--- src/rtl/mem_sram_bridge_pkg.sv ---
// Shared types and constants for the core-bus to asynchronous SRAM bridge.
package mem_sram_bridge_pkg;

  localparam int unsigned ADDR_W  = 19;  // word address [19:1]
  localparam int unsigned DATA_W  = 16;
  localparam int unsigned SRAM_AW = 20;  // byte address
  localparam int unsigned BYTE_W  = 8;
  localparam int unsigned CNT_W   = 4;

  // Legal range of the WAIT_STATES parameter (phase length N = WAIT_STATES+1).
  localparam int unsigned WS_MIN = 1;
  localparam int unsigned WS_MAX = 15;

  localparam logic LANE_LO = 1'b0;
  localparam logic LANE_HI = 1'b1;

  typedef enum logic [1:0] {
    IDLE = 2'd0,
    LO   = 2'd1,
    HI   = 2'd2,
    ACK  = 2'd3
  } state_t;

  // Byte address of one lane of a word address.
  function automatic logic [SRAM_AW-1:0] byte_addr(input logic [ADDR_W-1:0] a,
                                                   input logic lane);
    return {a, lane};
  endfunction

endpackage

--- src/rtl/mem_sram_bridge_if.sv ---
// Core memory bus (q_m_*) between the arbiter (master) and a responder (slave).
interface mem_sram_bridge_if;
  import mem_sram_bridge_pkg::*;

  logic [ADDR_W-1:0] q_m_addr;
  logic [DATA_W-1:0] q_m_data_in;
  logic [DATA_W-1:0] q_m_data_out;
  logic              q_m_access;
  logic              q_m_ack;
  logic              q_m_wr_en;
  logic [1:0]        q_m_bytesel;

  modport master (
    output q_m_addr, q_m_data_out, q_m_access, q_m_wr_en, q_m_bytesel,
    input  q_m_data_in, q_m_ack
  );

  modport slave (
    input  q_m_addr, q_m_data_out, q_m_access, q_m_wr_en, q_m_bytesel,
    output q_m_data_in, q_m_ack
  );
endinterface

--- src/rtl/mem_sram_bridge.sv ---
// Completes one core-bus access as up to two timed 8-bit asynchronous SRAM cycles.
module mem_sram_bridge
  import mem_sram_bridge_pkg::*;
#(
  parameter int unsigned WAIT_STATES = 1
) (
  input  logic                clk,
  input  logic                reset,
  mem_sram_bridge_if.slave    q_m,
  output logic [SRAM_AW-1:0]  sram_addr,
  output logic [BYTE_W-1:0]   sram_dq_out,
  input  logic [BYTE_W-1:0]   sram_dq_in,
  output logic                sram_dq_oe,
  output logic                sram_ce_n,
  output logic                sram_oe_n,
  output logic                sram_we_n
);

  state_t              r_state, w_nxt_state;
  logic [CNT_W-1:0]    r_cnt, w_nxt_cnt;
  logic [ADDR_W-1:0]   r_addr, w_addr;
  logic [DATA_W-1:0]   r_wdata, w_wdata;
  logic                r_wr, w_wr;
  logic [1:0]          r_bs, w_bs;
  logic [DATA_W-1:0]   r_rdata, w_rdata;
  logic                r_ack;
  logic [DATA_W-1:0]   r_data_in;

  logic                w_in_phase;
  logic                w_lane;
  logic [SRAM_AW-1:0]  w_nxt_sram_addr;
  logic [BYTE_W-1:0]   w_nxt_dq_out;
  logic                w_nxt_dq_oe, w_nxt_ce_n, w_nxt_oe_n, w_nxt_we_n;
  logic                w_nxt_ack;
  logic [DATA_W-1:0]   w_nxt_data_in;

  assign q_m.q_m_ack     = r_ack;
  assign q_m.q_m_data_in = r_data_in;

  // Request fields come straight from the bus while idle, from the latched copy afterwards.
  assign w_addr  = (r_state == IDLE) ? q_m.q_m_addr     : r_addr;
  assign w_wdata = (r_state == IDLE) ? q_m.q_m_data_out : r_wdata;
  assign w_wr    = (r_state == IDLE) ? q_m.q_m_wr_en    : r_wr;
  assign w_bs    = (r_state == IDLE) ? q_m.q_m_bytesel  : r_bs;

  // State register, latched request, and registered pin/bus outputs.
  always_ff @(posedge clk or posedge reset) begin
    if (reset) begin
      r_state     <= IDLE;
      r_cnt       <= '0;
      r_addr      <= '0;
      r_wdata     <= '0;
      r_wr        <= 1'b0;
      r_bs        <= '0;
      r_rdata     <= '0;
      r_ack       <= 1'b0;
      r_data_in   <= '0;
      sram_addr   <= '0;
      sram_dq_out <= '0;
      sram_dq_oe  <= 1'b0;
      sram_ce_n   <= 1'b1;
      sram_oe_n   <= 1'b1;
      sram_we_n   <= 1'b1;
    end else begin
      r_state     <= w_nxt_state;
      r_cnt       <= w_nxt_cnt;
      r_addr      <= w_addr;
      r_wdata     <= w_wdata;
      r_wr        <= w_wr;
      r_bs        <= w_bs;
      r_rdata     <= w_rdata;
      r_ack       <= w_nxt_ack;
      r_data_in   <= w_nxt_data_in;
      sram_addr   <= w_nxt_sram_addr;
      sram_dq_out <= w_nxt_dq_out;
      sram_dq_oe  <= w_nxt_dq_oe;
      sram_ce_n   <= w_nxt_ce_n;
      sram_oe_n   <= w_nxt_oe_n;
      sram_we_n   <= w_nxt_we_n;
    end
  end

  // Next state, phase counter, read capture, and next values of every output.
  always_comb begin
    w_nxt_state = r_state;
    w_nxt_cnt   = r_cnt;
    w_rdata     = r_rdata;

    case (r_state)
      IDLE: begin
        if (q_m.q_m_access) begin
          w_rdata = '0;
          if (w_bs[0])      w_nxt_state = LO;
          else if (w_bs[1]) w_nxt_state = HI;
          else              w_nxt_state = ACK;
        end
      end
      LO: begin
        if (r_cnt == '0) begin
          if (!w_wr) w_rdata[BYTE_W-1:0] = sram_dq_in;
          w_nxt_state = w_bs[1] ? HI : ACK;
        end else begin
          w_nxt_cnt = r_cnt - CNT_W'(1);
        end
      end
      HI: begin
        if (r_cnt == '0) begin
          if (!w_wr) w_rdata[DATA_W-1:BYTE_W] = sram_dq_in;
          w_nxt_state = ACK;
        end else begin
          w_nxt_cnt = r_cnt - CNT_W'(1);
        end
      end
      ACK:     w_nxt_state = IDLE;
      default: w_nxt_state = IDLE;
    endcase

    w_in_phase = (w_nxt_state == LO) || (w_nxt_state == HI);
    w_lane     = (w_nxt_state == HI) ? LANE_HI : LANE_LO;

    // Fresh phase entry (from IDLE or LO->HI) reloads the counter.
    if (w_in_phase && (w_nxt_state != r_state)) w_nxt_cnt = CNT_W'(WAIT_STATES);

    w_nxt_sram_addr = w_in_phase ? byte_addr(w_addr, w_lane) : sram_addr;
    w_nxt_ce_n      = !w_in_phase;
    w_nxt_oe_n      = !(w_in_phase && !w_wr);
    w_nxt_dq_oe     = w_in_phase && w_wr;
    // Strobe low except on the last cycle of the phase, which holds data.
    w_nxt_we_n      = !(w_in_phase && w_wr && (w_nxt_cnt != '0));
    w_nxt_dq_out    = '0;
    if (w_in_phase && w_wr)
      w_nxt_dq_out = (w_lane == LANE_HI) ? w_wdata[DATA_W-1:BYTE_W] : w_wdata[BYTE_W-1:0];

    w_nxt_ack     = (w_nxt_state == ACK);
    w_nxt_data_in = ((w_nxt_state == ACK) && !w_wr) ? w_rdata : r_data_in;
  end

endmodule
--- src/flat_wrapper.sv ---
// flat-port wrapper written by rule: the top's interface ports become plain ports
module mem_sram_bridge_flat import mem_sram_bridge_pkg::*;
#(
  parameter int unsigned WAIT_STATES = 1
)
  (clk, reset, sram_addr, sram_dq_out, sram_dq_in, sram_dq_oe, sram_ce_n, sram_oe_n, sram_we_n, q_m_q_m_addr, q_m_q_m_data_out, q_m_q_m_access, q_m_q_m_wr_en, q_m_q_m_bytesel, q_m_q_m_data_in, q_m_q_m_ack);
  mem_sram_bridge_if q_m_i ();
  input  logic clk;
  input  logic reset;
  output logic [SRAM_AW-1:0] sram_addr;
  output logic [BYTE_W-1:0] sram_dq_out;
  input  logic [BYTE_W-1:0] sram_dq_in;
  output logic sram_dq_oe;
  output logic sram_ce_n;
  output logic sram_oe_n;
  output logic sram_we_n;
  input wire logic [$bits(q_m_i.q_m_addr)-1:0] q_m_q_m_addr;
  input wire logic [$bits(q_m_i.q_m_data_out)-1:0] q_m_q_m_data_out;
  input wire logic [$bits(q_m_i.q_m_access)-1:0] q_m_q_m_access;
  input wire logic [$bits(q_m_i.q_m_wr_en)-1:0] q_m_q_m_wr_en;
  input wire logic [$bits(q_m_i.q_m_bytesel)-1:0] q_m_q_m_bytesel;
  output wire logic [$bits(q_m_i.q_m_data_in)-1:0] q_m_q_m_data_in;
  output wire logic [$bits(q_m_i.q_m_ack)-1:0] q_m_q_m_ack;
  assign q_m_i.q_m_addr = q_m_q_m_addr;
  assign q_m_i.q_m_data_out = q_m_q_m_data_out;
  assign q_m_i.q_m_access = q_m_q_m_access;
  assign q_m_i.q_m_wr_en = q_m_q_m_wr_en;
  assign q_m_i.q_m_bytesel = q_m_q_m_bytesel;
  assign q_m_q_m_data_in = q_m_i.q_m_data_in;
  assign q_m_q_m_ack = q_m_i.q_m_ack;
  mem_sram_bridge #(.WAIT_STATES(WAIT_STATES)) u_core (.clk(clk), .reset(reset), .q_m(q_m_i), .sram_addr(sram_addr), .sram_dq_out(sram_dq_out), .sram_dq_in(sram_dq_in), .sram_dq_oe(sram_dq_oe), .sram_ce_n(sram_ce_n), .sram_oe_n(sram_oe_n), .sram_we_n(sram_we_n));
endmodule
--- config.mk ---
export PLATFORM = sky130hd
export DESIGN_NAME = mem_sram_bridge_flat
export DESIGN_NICKNAME = d
export VERILOG_FILES = /design/src/rtl/mem_sram_bridge_pkg.sv /design/src/rtl/mem_sram_bridge_if.sv /design/src/rtl/mem_sram_bridge.sv /design/src/flat_wrapper.sv
export SDC_FILE = /design/constraint.sdc
export NUM_CORES = 1
export LEC_CHECK = 0
export CAP_MARGIN = 15
export CORE_MARGIN = 4
export CORE_UTILIZATION = 40
export CTS_BUF_LIST = sky130_fd_sc_hd__clkbuf_8 sky130_fd_sc_hd__clkbuf_16
export DETAILED_ROUTE_END_ITERATION = 8
export GPL_TIMING_DRIVEN = 0
export PLACE_DENSITY = 0.69
export SETUP_SLACK_MARGIN = 0.15
export SYNTH_ARGS = -nofsm -noshare
export SYNTH_HDL_FRONTEND = slang
export SYNTH_SLANG_ARGS = --single-unit
export TNS_END_PERCENT = 1
--- constraint.sdc ---
create_clock -name clk -period 5.9 [get_ports clk]
set_clock_uncertainty 0.1 [all_clocks]
set_input_delay 1.77 -clock clk [delete_from_list [all_inputs] [get_ports clk]]
set_output_delay 1.77 -clock clk [all_outputs]
set_load 0.01 [all_outputs]
==> results.yml, run 1 <==
yosys:
  synth_edf_count: 0
  syn_nets: 461
  synthCells: 405
  ys_ff_latch: 108
  async_reset_ff_share_pct: 100
  avgSynthCellArea_um2: 11.1
  ys_types: 37
  synth-main-ff-cell: "dfrtp_1"
  synth_top_area_share_pct: 58.4
  ys_seq_area_share_pct: 60.1
  yosysTopAreaCell: "dfrtp_1"
  yosys-top-cells-area: "dfrtp_1 (58%), mux2_2 (9.0%), nor2_1 (6.6%), nand3_1 (5.2%), mux2_1 (3.8%)"
  netlist_area_um2: 4500
  ys_warn_count: 0
detailed_routing:
  antenna_left: 0
  drt_iter0_drc: 105
  via_count: 3264
  dr.pass1.iters: 4
  via_per_inst: 4.95
  drt-total-wl_mm: 10.2
  wl_per_cell_um: 15.4
  route.detailed.drc: 0
cts:
  cts-htree-levels: 3
  cts_setup_buffers: 0
  cts_buffers: 9
  cts.reportedPaths.clkPinSlew_ps: 70
  cts.hold.buffers_added: 0
  clkLatencyLatePin_ps: 340
  clock-root-buffer: "clkbuf_16"
  cts_resized: 0
  clockBufferDepth: 2
  cts.sinks: 108
  cts_tree: "built"
layout:
  diodes: 0
  drive_gt1_share_pct: 13.9
  synthToLayoutAreaGrowth_pct: 32.5
  final_net_count: 570
  design_area_um2: 5960
timing:
  setup_viol: 0
  slew-limit-headroom_pct: 56.6
  whs_ps: 383
  fin_setup_tns_ps: 0
  fin_crit_sh_pct: 72.4
  tightest_slew_ps: 633
  period_needed_ps: 4270
  final_max_slew_viol_count: 0
  rsz0062_at_grt: "no"
  hold_viol: 0
  fmaxAchievable_mhz: 234
  fin_ws_ps: 1630
pwr:
  p_seq_share_pct: 32.8
  total_power_mw: 3.69
  power_frac_comb_pct: 51.6
  p_int_mw: 2.22
  pwr_density_cell_nw_per_um2: 618
  power_frac_clock_pct: 15.5
  switchingPower_mw: 1.47
  peakVddDrop_mv: 0.393
  p_leak_nw: 2.64
  p_sw_share_pct: 39.9
global_routing:
  grt_pass1_wl_mm: 16.6
  grt_pass1_vias: 3460
  overflow: 0
  track_usage_pct: 15.9
  grt_max_degree: 69
  antenna_found_initial: 0
flow_run:
  cap_violations: 0
placed_design:
  gp_congestion: 0.860
  place_area_um2: 5680
  port_buffers: 97
  pre_cts_ws_ps: 1280
  hpwl_mm: 7.43
floorplan:
  coreArea_um2: 10900
  dieArea_um2: 13000
  die_w_um: 114
  ios: 98
  die_height_um: 114
  row_count: 38
  start_util_pct: 41.2
critical_path:
  cp.arrival_ps: 4400
  crit_path_end_kind: "flop"
  crit_fanout: 10
  critPathKind: "in2reg"
  critPathLaunchType: "input port"
  cp.required_ps: 6020
worst_hold_path:
  min_path_type: "reg2reg"
status:
  status: "complete, no violations"
-- critical path: stages --
cell and delay, ps:
clkdlybuf4s50_1 530, nand2b_1 150, o32ai_1 100, nor2_1 270
o21a_1 220, ha_1 180, and2_1 120, clkbuf_1 340
buf_2 350, mux2_2 370
-- registers in the layout, summed over array words and instances (netlist names), 2 cells and up --
register                flops
u_core.q_m.q_m_data_in     16
u_core.r_rdata             16
u_core.r_cnt                4
u_core.sram_addr           20
u_core.r_addr              19
u_core.sram_dq_out          8
u_core.r_state              2
u_core.r_wdata             16
-- cell usage after synthesis, drive strengths merged (2+ instances only) --
| cell type | count |
|---|---|
| o21ai | 4 |
| o21a | 2 |
| a21oi | 6 |
| nand2 | 29 |
| dfrtp | 105 |
| clkbuf | 11 |
| a31oi | 3 |
| mux2 | 51 |
| nand3 | 47 |
| nor3 | 10 |
| and2 | 2 |
| buf | 11 |
| ha | 7 |
| inv | 12 |
| nor2 | 80 |
| xnor2 | 2 |
| nand2b | 4 |
| mux2i | 4 |
| dfstp | 3 |
-- metrics by stage --
stage | util (%) | std cells
after floorplan | - | 405
after global placement | 51.6 | 642
after detailed placement | 51.9 | 643
after CTS | 54.5 | 659
after global routing | 54.5 | 659
final | 54.5 | 659
-- worst paths after layout --
check	start	to	slack (ps)	cells past startpoint
max in group asynchronous	reset	u_core.sram_we_n	3250	3
min reg2reg	u_core.r_rdata[14]	u_core.r_rdata[14]	380	2
max	q_m_q_m_bytesel[0]	u_core.q_m.q_m_data_in[6]	1630	10
min in group asynchronous	reset	u_core.r_addr[5]	1720	2
max reg2reg	u_core.r_state[1]	u_core.q_m.q_m_data_in[6]	2320	11
min	u_core.r_rdata[14]	u_core.r_rdata[14]	380	2
-- layer usage --
layer / up-vias / wire length [um] / GRT usage, %
li1: 1578 / - / -
met1: 1615 / 4170 / 19.4
met2: 59 / 5410 / 28.0
met3: 12 / 455 / 3.86
met4: 0 / 149 / 4.83
met5: - / 0 / 0
-- power groups by stage --
stage               Combinational, mW  Clock [mW]  Sequential, mW
finish                           1.91       0.573            1.21
global route                     2.12       0.620            1.25
CTS                              1.93       0.588            1.21
detailed placement               1.92           0            1.23
global placement                 1.86           0            1.21
floorplan                        1.21           0            1.26
-- cell type report --
class / instances / area (um^2)
Multi-Input combinational cell: 263 / 1650
Clock inverter: 6 / 48.8
Inverter: 12 / 47.5
Timing Repair Buffer: 98 / 998
Sequential cell: 108 / 2710
Clock buffer: 10 / 239
Fill cell: 960 / 4970
Tap cell: 140 / 175
Buffer: 22 / 100
-- logic make-up (layout without fill, tap and decap cells) --
family          after synthesis  in the layout  share of synthesized area (%)
flops                       108            108                           60.1
compound gates               22             22                           3.36
simple gates                177            177                           17.3
buf+inv                      34            148                           3.22
fa+ha+maj                     7              7                           1.95
mux                          55             55                           13.7
xor+xnor                      2              2                          0.389
-- placed cells by master, fill, tap and decap left out, types with 2 or more instances in the layout --
cell type	count
a21oi_1	6
a31oi_1	3
and2_1	2
buf_2	8
buf_4	2
clkbuf_1	11
clkbuf_16	9
clkdlybuf4s50_1	97
clkinv_4	3
dfrtp_1	105
dfstp_2	3
ha_1	7
inv_1	11
mux2_1	15
mux2_2	36
mux2i_1	4
nand2_1	29
nand2b_1	4
nand3_1	47
nor2_1	79
nor3_1	10
o21a_1	2
o21ai_0	3
xnor2_1	2
Note: power is estimated with default switching activity, not from simulation.
==> inputs of run 2 (changes only) <==
- PLACE_DENSITY: 0.69 -> 0.72
- clock period: 5.9 -> 3.6 ns (I/O delays scaled with it)
==> results.yml, run 2 (synthesis results as in run 1) <==
status:
  status: "complete, no violations"
detailed_routing:
  route.detailed.drc: 0
  drt-total-wl_mm: 9.94
  via_count: 3268
  drt_iter0_drc: 105
  antenna_left: 0
  via_per_inst: 4.95
  wl_per_cell_um: 15.1
  dr.pass1.iters: 4
cts:
  clockBufferDepth: 2
  cts.reportedPaths.clkPinSlew_ps: 70
  clkLatencyLatePin_ps: 340
  cts_buffers: 9
  cts-htree-levels: 3
  cts_setup_buffers: 0
  cts.sinks: 108
  cts_tree: "built"
  clock-root-buffer: "clkbuf_16"
  cts.hold.buffers_added: 0
global_routing:
  grt_pass1_vias: 3508
  track_usage_pct: 16.5
  grt_max_degree: 44
  grt_pass1_wl_mm: 17.2
  antenna_found_initial: 0
  overflow: 0
critical_path:
  critPathKind: "in2reg"
  r2r_start: "u_core.r_state[0]"
  cp.required_ps: 3730
  crit_fanout: 10
  r2r_slack_ps: 320
  cp.arrival_ps: 3500
  crit_path_end_kind: "flop"
  worstRegToRegCells: 12
  critPathLaunchType: "input port"
  r2r-end: "u_core.r_cnt[1]"
timing:
  period_needed_ps: 3370
  setup_viol: 0
  final_max_slew_viol_count: 0
  slew-limit-headroom_pct: 54.5
  hold_viol: 0
  fin_crit_sh_pct: 93.6
  fmaxAchievable_mhz: 297
  tightest_slew_ps: 663
  rsz0062_at_grt: "yes"
placed_design:
  port_buffers: 97
  hpwl_mm: 7.34
  gp_congestion: 0.853
layout:
  diodes: 0
  final_cell_mix: "dfrtp_1 (105), clkdlybuf4s50_1 (97), nor2_1 (79), nand3_1 (47), mux2_2 (36)"
  synthToLayoutAreaGrowth_pct: 33.1
  final_common_cell: "dfrtp_1"
  largest_reg_flops: 20
  top_regs: "u_core.sram_addr (20), u_core.r_addr (19)"
  drive_gt1_share_pct: 14.6
  top_register: "u_core.sram_addr"
  final_core_util_pct: 54.8
  final_net_count: 571
worst_hold_path:
  min_path_type: "reg2reg"
  hold_end: "u_core.r_rdata[14]"
  worstHoldPathCells: 2
  min_from: "u_core.r_rdata[14]"
floorplan:
  start_util_pct: 41.2
  die_height_um: 114
  die_w_um: 114
  coreArea_um2: 10900
  dieArea_um2: 13000
  ios: 98
  row_count: 38
pwr:
  peakVddDrop_mv: 0.576
  total_power_mw: 6.10
  pwr_density_cell_nw_per_um2: 1020
  p_leak_nw: 2.66
flow_run:
  cap_violations: 0
run 2: cell count changes in the layout (fill, tap and decap cells not counted), moves of 2 or more:
cell	before	now
clkbuf_1	11	7
clkbuf_2	0	4
buf_12	0	2
clkinv_4	3	1
run 2: how the worst max path moves through the flow:
stage                                  start                         to  slack, ps  depth (start not counted)
after detailed placement  q_m_q_m_bytesel[0]  u_core.q_m.q_m_data_in[3]       -310                         10
after global routing       u_core.r_state[0]            u_core.r_cnt[3]         40                         12
after global placement    q_m_q_m_bytesel[0]  u_core.q_m.q_m_data_in[8]       -250                         10
final                     q_m_q_m_bytesel[0]  u_core.q_m.q_m_data_in[5]        230                         10
after floorplan           q_m_q_m_bytesel[0]  u_core.q_m.q_m_data_in[1]        590                          9
after CTS                  u_core.r_state[0]            u_core.r_cnt[1]        120                         12
run 2: final cells by class:
cell class	count	area, um^2
inverter	12	48.8
tap	140	175
fill	953	4940
clock inverter	7	67.6
clock buffer	9	225
sequential	108	2710
multi-input combinational	263	1650
timing repair buffer	99	1010
buffer	22	108
run 2: repair_timing:
action / CTS / global route
endpoints found under the hold margin: 0 / 0
resized for setup: 2 / 5
pin swaps: 0 / 0
endpoints found under the setup margin: 12 / 42
run 2: per-layer routing:
layer / track usage [%] / vias to the layer above / wire [um]
met5: 0 / - / 0
met3: 3.91 / 12 / 422
li1: - / 1581 / -
met1: 21.1 / 1595 / 4340
met4: 5.86 / 0 / 187
met2: 27.4 / 80 / 5000
run 2: stage by stage:
step / area, um^2 / cells / TNS [ps] / hold WS (ps) / setup slack, ps
detailed placement: 5690 / 644 / -5070 / 367 / -308
finish: 5990 / 660 / 0 / 383 / 229
floorplan: 4500 / 405 / 0 / 340 / 588
CTS: 5990 / 660 / 0 / 385 / 119
global route: 5990 / 660 / 0 / 407 / 44.7
global placement: 5650 / 642 / -3550 / 356 / -251
run 2: power by group:
group	total, mW	internal [mW]	switching, mW
sequential	1.98	1.77	0.203
combinational	3.15	1.38	1.76
clock	0.975	0.537	0.438
total	6.10	3.69	2.41
run 2: worst max-delay path: stages:
cell	delay, ps
clkdlybuf4s50_1	500
nand2b_1	140
o32ai_1	90
nor2_1	280
o21a_1	210
ha_1	190
and2_1	150
clkbuf_2	210
buf_2	270
mux2_2	360
